`src/rtl/cnt_pkg.sv`:
```
// Shared types for the limit counter: FSM state encoding and count-mode constants.
package cnt_pkg;

  typedef enum logic [1:0] {
    CNT_IDLE = 2'd0,
    CNT_RUN  = 2'd1,
    CNT_DONE = 2'd2
  } cnt_state_t;

  localparam logic MODE_WRAP    = 1'b0;
  localparam logic MODE_ONESHOT = 1'b1;

endpackage

```
`src/rtl/cnt_lmt_n_if.sv`:
```
// Control/status bundle of the limit counter; master drives commands, slave returns count and flags.
interface cnt_lmt_n_if #(
  parameter int WIDTH = 4
);
  logic             load;
  logic [WIDTH-1:0] data;
  logic [WIDTH-1:0] lmt;
  logic             mode;
  logic             up;
  logic             en;
  logic [WIDTH-1:0] out;
  logic             tc;
  logic             wrap;
  logic             done;
  logic             busy;

  modport master (
    output load, data, lmt, mode, up, en,
    input  out, tc, wrap, done, busy
  );

  modport slave (
    input  load, data, lmt, mode, up, en,
    output out, tc, wrap, done, busy
  );
endinterface

```
`src/rtl/cnt_step.sv`:
```
// Combinational modulo-2^WIDTH increment/decrement of the current count.
module cnt_step #(
  parameter int WIDTH = 4
) (
  input  logic [WIDTH-1:0] i_val,
  input  logic             i_up,
  output logic [WIDTH-1:0] o_nxt
);

  assign o_nxt = i_up ? i_val + 1'b1 : i_val - 1'b1;

endmodule

```
`src/rtl/cnt_lmt_n.sv`:
```
// Loadable up/down counter with latched limit, wrap/one-shot modes and an IDLE/RUN/DONE FSM.
// All flags decode from registers only; no input reaches an output combinationally.
module cnt_lmt_n
  import cnt_pkg::*;
#(
  parameter int               WIDTH     = 4,
  parameter logic [WIDTH-1:0] RESET_VAL = '0
) (
  input  logic        clk,
  input  logic        reset,
  cnt_lmt_n_if.slave  bus
);

  cnt_state_t       r_state;
  logic [WIDTH-1:0] r_out;
  logic [WIDTH-1:0] r_data_q;
  logic [WIDTH-1:0] r_lmt_q;
  logic             r_mode_q;
  logic             r_wrap;

  logic [WIDTH-1:0] w_nxt;
  logic             w_at_lmt;

  cnt_step #(.WIDTH(WIDTH)) u_step (
    .i_val (r_out),
    .i_up  (bus.up),
    .o_nxt (w_nxt)
  );

  assign w_at_lmt = (r_out == r_lmt_q);

  always_ff @(posedge clk) begin
    if (reset) begin
      r_state  <= CNT_IDLE;
      r_out    <= RESET_VAL;
      r_data_q <= '0;
      r_lmt_q  <= '0;
      r_mode_q <= MODE_WRAP;
      r_wrap   <= 1'b0;
    end else if (bus.load) begin
      r_out    <= bus.data;
      r_data_q <= bus.data;
      r_lmt_q  <= bus.lmt;
      r_mode_q <= bus.mode;
      r_wrap   <= 1'b0;
      r_state  <= (bus.mode == MODE_ONESHOT && bus.data == bus.lmt) ? CNT_DONE : CNT_RUN;
    end else begin
      r_wrap <= 1'b0;
      if (r_state == CNT_RUN && bus.en) begin
        if (w_at_lmt) begin
          // Only a limit match reloads; plain roll-over goes through the stepper below.
          if (r_mode_q == MODE_ONESHOT) begin
            r_state <= CNT_DONE;
          end else begin
            r_out  <= r_data_q;
            r_wrap <= 1'b1;
          end
        end else begin
          r_out <= w_nxt;
          if (r_mode_q == MODE_ONESHOT && w_nxt == r_lmt_q) begin
            r_state <= CNT_DONE;
          end
        end
      end
    end
  end

  assign bus.out  = r_out;
  assign bus.tc   = (r_state != CNT_IDLE) && w_at_lmt;
  assign bus.wrap = r_wrap;
  assign bus.done = (r_state == CNT_DONE);
  assign bus.busy = (r_state == CNT_RUN);

endmodule

```
`src/flat_wrapper.sv`:
```
// flat-port wrapper written by rule: the top's interface ports become plain ports
module cnt_lmt_n_flat import cnt_pkg::*;
#(
  parameter int               WIDTH     = 4,
  parameter logic [WIDTH-1:0] RESET_VAL = '0
)
  (clk, reset, bus_load, bus_data, bus_lmt, bus_mode, bus_up, bus_en, bus_out, bus_tc, bus_wrap, bus_done, bus_busy);
  cnt_lmt_n_if #(.WIDTH(WIDTH)) bus_i ();
  input  logic clk;
  input  logic reset;
  input wire logic [$bits(bus_i.load)-1:0] bus_load;
  input wire logic [$bits(bus_i.data)-1:0] bus_data;
  input wire logic [$bits(bus_i.lmt)-1:0] bus_lmt;
  input wire logic [$bits(bus_i.mode)-1:0] bus_mode;
  input wire logic [$bits(bus_i.up)-1:0] bus_up;
  input wire logic [$bits(bus_i.en)-1:0] bus_en;
  output wire logic [$bits(bus_i.out)-1:0] bus_out;
  output wire logic [$bits(bus_i.tc)-1:0] bus_tc;
  output wire logic [$bits(bus_i.wrap)-1:0] bus_wrap;
  output wire logic [$bits(bus_i.done)-1:0] bus_done;
  output wire logic [$bits(bus_i.busy)-1:0] bus_busy;
  assign bus_i.load = bus_load;
  assign bus_i.data = bus_data;
  assign bus_i.lmt = bus_lmt;
  assign bus_i.mode = bus_mode;
  assign bus_i.up = bus_up;
  assign bus_i.en = bus_en;
  assign bus_out = bus_i.out;
  assign bus_tc = bus_i.tc;
  assign bus_wrap = bus_i.wrap;
  assign bus_done = bus_i.done;
  assign bus_busy = bus_i.busy;
  cnt_lmt_n #(.WIDTH(WIDTH), .RESET_VAL(RESET_VAL)) u_core (.clk(clk), .reset(reset), .bus(bus_i));
endmodule
```
`config.mk`:
```
export PLATFORM = sky130hd
export DESIGN_NAME = cnt_lmt_n_flat
export DESIGN_NICKNAME = d
export VERILOG_FILES = /design/src/rtl/cnt_pkg.sv /design/src/rtl/cnt_lmt_n_if.sv /design/src/rtl/cnt_step.sv /design/src/rtl/cnt_lmt_n.sv /design/src/flat_wrapper.sv
export SDC_FILE = /design/constraint.sdc
export NUM_CORES = 1
export LEC_CHECK = 0
export CORE_MARGIN = 1.5
export CORE_UTILIZATION = 51
export CTS_BUF_LIST = sky130_fd_sc_hd__clkbuf_4
export DETAILED_ROUTE_END_ITERATION = 8
export MAX_ROUTING_LAYER = met4
export PLACE_DENSITY = 0.84
export SETUP_SLACK_MARGIN = 0.4
export SLEW_MARGIN = 5
export SYNTH_ARGS = -nofsm -noshare
export SYNTH_HDL_FRONTEND = slang
export SYNTH_SLANG_ARGS = --single-unit
```
`constraint.sdc`:
```
create_clock -name clk -period 2.04 [get_ports clk]
set_clock_uncertainty 0.1 [all_clocks]
set_input_delay 0.408 -clock clk [delete_from_list [all_inputs] [get_ports clk]]
set_output_delay 0.408 -clock clk [all_outputs]
set_load 0.02 [all_outputs]
```
# Word level (Yosys, flattened, before mapping)
# Cells that the tools add are included.
dict set report op_classes {
  bitwise 2
  n_reduce_logical 10
  eq_ne 7
  mux 12
  add_sub_neg 2
}
# cell n
set ops {}
lappend ops {{two-way mux 4 bit} 5}
lappend ops {{equality test 4 bit} 3}
lappend ops {{two-way mux 2 bit} 6}
lappend ops {{adder 4 x 1 -> 4 bit, second input constant} 1}
lappend ops {{logical AND 1 bit} 4}
lappend ops {{nonzero test 2 bit} 2}
lappend ops {{OR reduction 4 bit} 1}
lappend ops {{subtractor 4 x 1 -> 4 bit, second input constant} 1}
lappend ops {{!= test 3 x 2 -> 1 bit, second input constant} 1}
lappend ops {{!= test 3 bit, second input constant} 1}
lappend ops {{AND reduction 3 bit} 1}
lappend ops {{nonzero test 3 bit} 1}
lappend ops {{equality test 2 x 1 -> 1 bit, second input constant} 1}
lappend ops {{equality test 2 bit, second input constant} 1}
lappend ops {{NOT 1 bit} 2}
lappend ops {{AND reduction 2 bit} 1}
lappend ops {{two-way mux 1 bit} 1}
dict set report totals {
  register_bits 16
  input_bits 14
}

# Depth between registers and ports, before layout
dict set report logic_depth {
  word_depth 8
  mapped_depth 7
  mapped_depth_nobuf 7
}

# Cells and area by module
# Synthesis repeated with hierarchy kept, for this count alone.
dict set report hier_totals {
  cells_unflattened 96
  hier_area_um2 925.9
}
# module area_per_inst_um2 seq_area_each_um2 cells_per_inst n_inst
set modules_own_cells {}
lappend modules_own_cells {cnt_lmt_n 830.8 320.3 86 1}
lappend modules_own_cells {cnt_step 95.1 0.0 10 1}

# Worst setup path after synthesis
# OpenSTA, ideal clock, no wires.
dict set report synth_path {
  path_kind {register to output}
  startpoint {register u_core.r_out[2] (netlist: u_core.bus.out[2])}
  endpoint {output port bus_tc}
  arrival_ns 1.570
  setup_slack_ns -0.038
  stages_incl_launch_ff 5
  path_cell_list {dfxtp_1 > xor2_1 > or4_1 > buf_6 > nor2_1}
}
dict set report synth_between {
  elab_chain_cells 2
}
# element line_no
set synth_rtl {}
lappend synth_rtl {{start, declared} cnt_lmt_n.sv:15} ;# logic [WIDTH-1:0] r_out;
lappend synth_rtl {{start signal, assigned} cnt_lmt_n.sv:41} ;# r_out <= bus.data;
lappend synth_rtl {{start signal, assigned} cnt_lmt_n.sv:55} ;# r_out <= r_data_q;
lappend synth_rtl {{start signal, assigned} cnt_lmt_n.sv:59} ;# r_out <= w_nxt;
lappend synth_rtl {{equality test 4 bit} cnt_lmt_n.sv:30} ;# assign w_at_lmt = (r_out == r_lmt_q);
lappend synth_rtl {{logical AND 1 bit} cnt_lmt_n.sv:69} ;# assign bus.tc = (r_state != CNT_IDLE) && w_at_lmt;
lappend synth_rtl {{end, declared} flat_wrapper.sv:18} ;# output wire logic [$bits(bus_i.tc)-1:0] bus_tc;
# No other way between the ends.

# Worst setup path in the final report
dict set report layout_path {
  startpoint {register u_core.r_lmt_q[1]}
  endpoint {output port bus_tc}
}
dict set report layout_between {
  elab_chain_cells 2
}
# element line_no
set layout_rtl {}
lappend layout_rtl {{start, declared} cnt_lmt_n.sv:17} ;# logic [WIDTH-1:0] r_lmt_q;
lappend layout_rtl {{start signal, assigned} cnt_lmt_n.sv:43} ;# r_lmt_q <= bus.lmt;
lappend layout_rtl {{equality test 4 bit} cnt_lmt_n.sv:30}
lappend layout_rtl {{logical AND 1 bit} cnt_lmt_n.sv:69}
# No other way between the ends.

==> results.cfg <==
[critical_path]
slowest_delay_ps = 570
cp_max_fo = 2
worst_ep_arrival_time_ps = 1570
cp-start-kind = register
slowest_stage = or4_4
crit_chain = xor2_1 -> or4_4 -> nor2_4 -> buf_6
end_kind = output port
worstSetupPathType = reg -> out
worst-endpoint-required_ps = 1530

[synthesis]
yosysSeqAreaShare_pct = 33.7
syn_area_per_cell_um2 = 8.71
synth.cell_area_um2 = 950
synthAdderAreaFrac_pct = 4.74
synth-seq-cells = 16
synth_edf_count = 0
synth-main-ff-cell = dfxtp_1
synthesis.nets = 126
async_reset_ff_share_pct = 0
synth_warnings = 0
muxShareOfSynthArea_pct = 9.09
synth-compound-area-share_pct = 19.8
synth_area_leaders = dfxtp_1 (34%), mux2i_1 (6.3%), xnor2_1 (5.5%)
syn-instance-count = 109
yosys.area_share.simple_pct = 15.9
synth_top_cell_by_area = dfxtp_1
synth_top_family_by_area = compound AO/OA/AOI/OAI gates
synth-xor-area-share_pct = 11.1
synth_top_area_share_pct = 33.7
ys_types = 39

[layout]
antennaDiodeCount = 0
drive_gt1_share_pct = 33.6
stdcell_count = 174
area.growth.synth_to_final_pct = 51.6
finalNetCount = 167

[clocking]
cts_sinks = 16
ctsHoldBuffers = 0
cts_max_path_buffers = 2
cts_tree = done
cts_buffers = 3
insertion_delay_ps = 280
clk_pin_slew_ps = 90
htree_levels = 1
cts-root-buf = clkbuf_4

[grt]
grtUsageTotal_pct = 25.9
grt_pass1_vias = 907
grt_antenna_before_repair = 0
grt_first_pass_wirelength_um = 3840
grt.overflow.total = 0
grt_max_degree = 16

[floorplanning]
io-pin-count = 22
initial_core_util_pct = 54.4
die_h_um = 46.2
die-area_um2 = 2130
core_um2 = 1750
die_x_um = 46.2
core.rowCount = 15

[placement]
dpl.hpwl_um = 1790
portBuffers = 21
pre_cts_slack_ps = -434
dp.cells = 168
routabilityCongestion = 0.867

[job]
max_cap_viol_count = 0

[drt]
vias_per_cell = 5.32
routed_wl_um = 2410
num_vias = 926
drtPass1Iterations = 4
antenna_left = 0
drc = 0
drtIter0Drc = 20
drt-wirelength-per-cell_um = 13.8

[pwr]
static-leakage-power_nw = 0.641
cellPowerDensity_nw_per_um2 = 681
vdd_drop_max_v = 0.000472

[timing]
setup_slack_ps = -36.8
fin_crit_ps = 2080
slew_violations = 0
setup_viol = 2
max_freq_ghz = 0.481
slew_headroom_pct = 64.8
tightest_slew_ps = 524
period_share_pct = 102
finalHoldViolCount = 0
rsz0062_at_grt = yes

[hold_path]
holdCritPathClass = reg -> reg

[status]
violations = negative setup slack
status = finished with violations
## power by group
part	total [mW]	internal, mW	leakage [nW]	switching (mW)
logic	0.431	0.226	0.487	0.204
registers	0.363	0.341	0.135	0.0212
clock network	0.187	0.0891	0.0184	0.0983
total	0.981	0.657	0.641	0.324
## state kept, by name (all words and copies together), names as in the netlist
register         flops
u_core.bus.out       4
u_core.bus.wrap      1
u_core.r_data_q      4
u_core.r_lmt_q       4
u_core.r_mode_q      1
u_core.r_state       2
## critical path, delay by kind of cell (launching register included)
family,cells,cell delay (ps)
and+or+nand+nor,2,670
DFF,1,340
xor gates and xnor gates,1,170
buffers and inverters,1,120
## routing by layer
layer  wire [µm]  global-route usage, %  share of wire (%)
met5           0                      -                  0
met4          28                   11.4                1.2
met3         119                   3.14                4.9
met2        1200                   45.0                 50
met1        1070                   29.3                 44
## synth_stat cells (all sizes together), types with 2 or more instances
cell type  count
a21oi          8
xnor2          6
clkbuf         2
ha             2
mux2i          6
a31oi          2
o211ai         2
mux2           2
buf            2
xor2           6
dfxtp         16
nor2          12
inv            8
o21ai          5
nand2b         6
nand2          5
## final timing paths
| path | startpoint | endpoint | slack (ps) | cells past startpoint |
|---|---|---|---|---|
| max | u_core.r_lmt_q[1]$_SDFFE_PP0P_ | bus_tc | -40 | 4 |
| min | u_core.r_mode_q$_SDFFE_PP0P_ | u_core.bus.wrap$_SDFF_PP0_ | 410 | 1 |
| max reg2reg | u_core.r_lmt_q[1]$_SDFFE_PP0P_ | u_core.bus.out[2]$_SDFFE_PP0P_ | 0 | 7 |
| min reg2reg | u_core.r_mode_q$_SDFFE_PP0P_ | u_core.bus.wrap$_SDFF_PP0_ | 410 | 1 |
## layout make-up
cell class,count,area [µm²]
Clock buffer,4,30.0
Fill cell,113,305
Timing Repair Buffer,40,370
Multi-Input combinational cell,81,642
Inverter,8,30.0
Tap cell,25,31.3
Sequential cell,16,337
## kinds of logic after synthesis
logic type | count (synthesis)
and+or+nand+nor | 31
AOI/OAI and AO/OA | 27
DFF | 16
xor gates and xnor gates | 12
buffers and inverters | 12
muxes | 8
adders and majority gates | 3
## repair_timing
action	CTS	global route
buffers inserted	2	0
setup endpoints to repair	14	9
gates resized for setup	27	5
pin swaps	9	1
## cells in the final DEF, fill, tap and decap left out, types with 3 or more instances in the layout
| master | Yosys | layout |
|---|---|---|
| dlygate4sd2_1 | 0 | 5 |
| a21oi_1 | 8 | 6 |
| buf_4 | 0 | 16 |
| nand2_1 | 5 | 5 |
| buf_6 | 1 | 3 |
| xor2_1 | 6 | 6 |
| clkbuf_4 | 0 | 4 |
| mux2i_1 | 6 | 6 |
| xnor2_1 | 6 | 5 |
| dfxtp_4 | 0 | 3 |
| inv_1 | 8 | 6 |
| clkdlybuf4s50_1 | 0 | 12 |
| nand2b_1 | 6 | 6 |
| dfxtp_2 | 0 | 4 |
| nor2_1 | 12 | 11 |
| dfxtp_1 | 16 | 9 |
## stage by stage
step / hold slack (ps) / util (%) / instance area [µm²] / TNS [ps] / power [mW]
after detailed placement: 382 / 77.0 / 1340 / -1440 / 0.757
after floorplan: 343 / - / 986 / 0 / 0.612
after CTS: 399 / 81.1 / 1420 / -27.9 / 0.964
after global routing: 426 / 82.5 / 1440 / -183 / 1.03
final: 413 / 82.5 / 1440 / -37.0 / 0.981
after global placement: 371 / 77.0 / 1340 / -1250 / 0.744
Power figures use the tool's default switching activity.
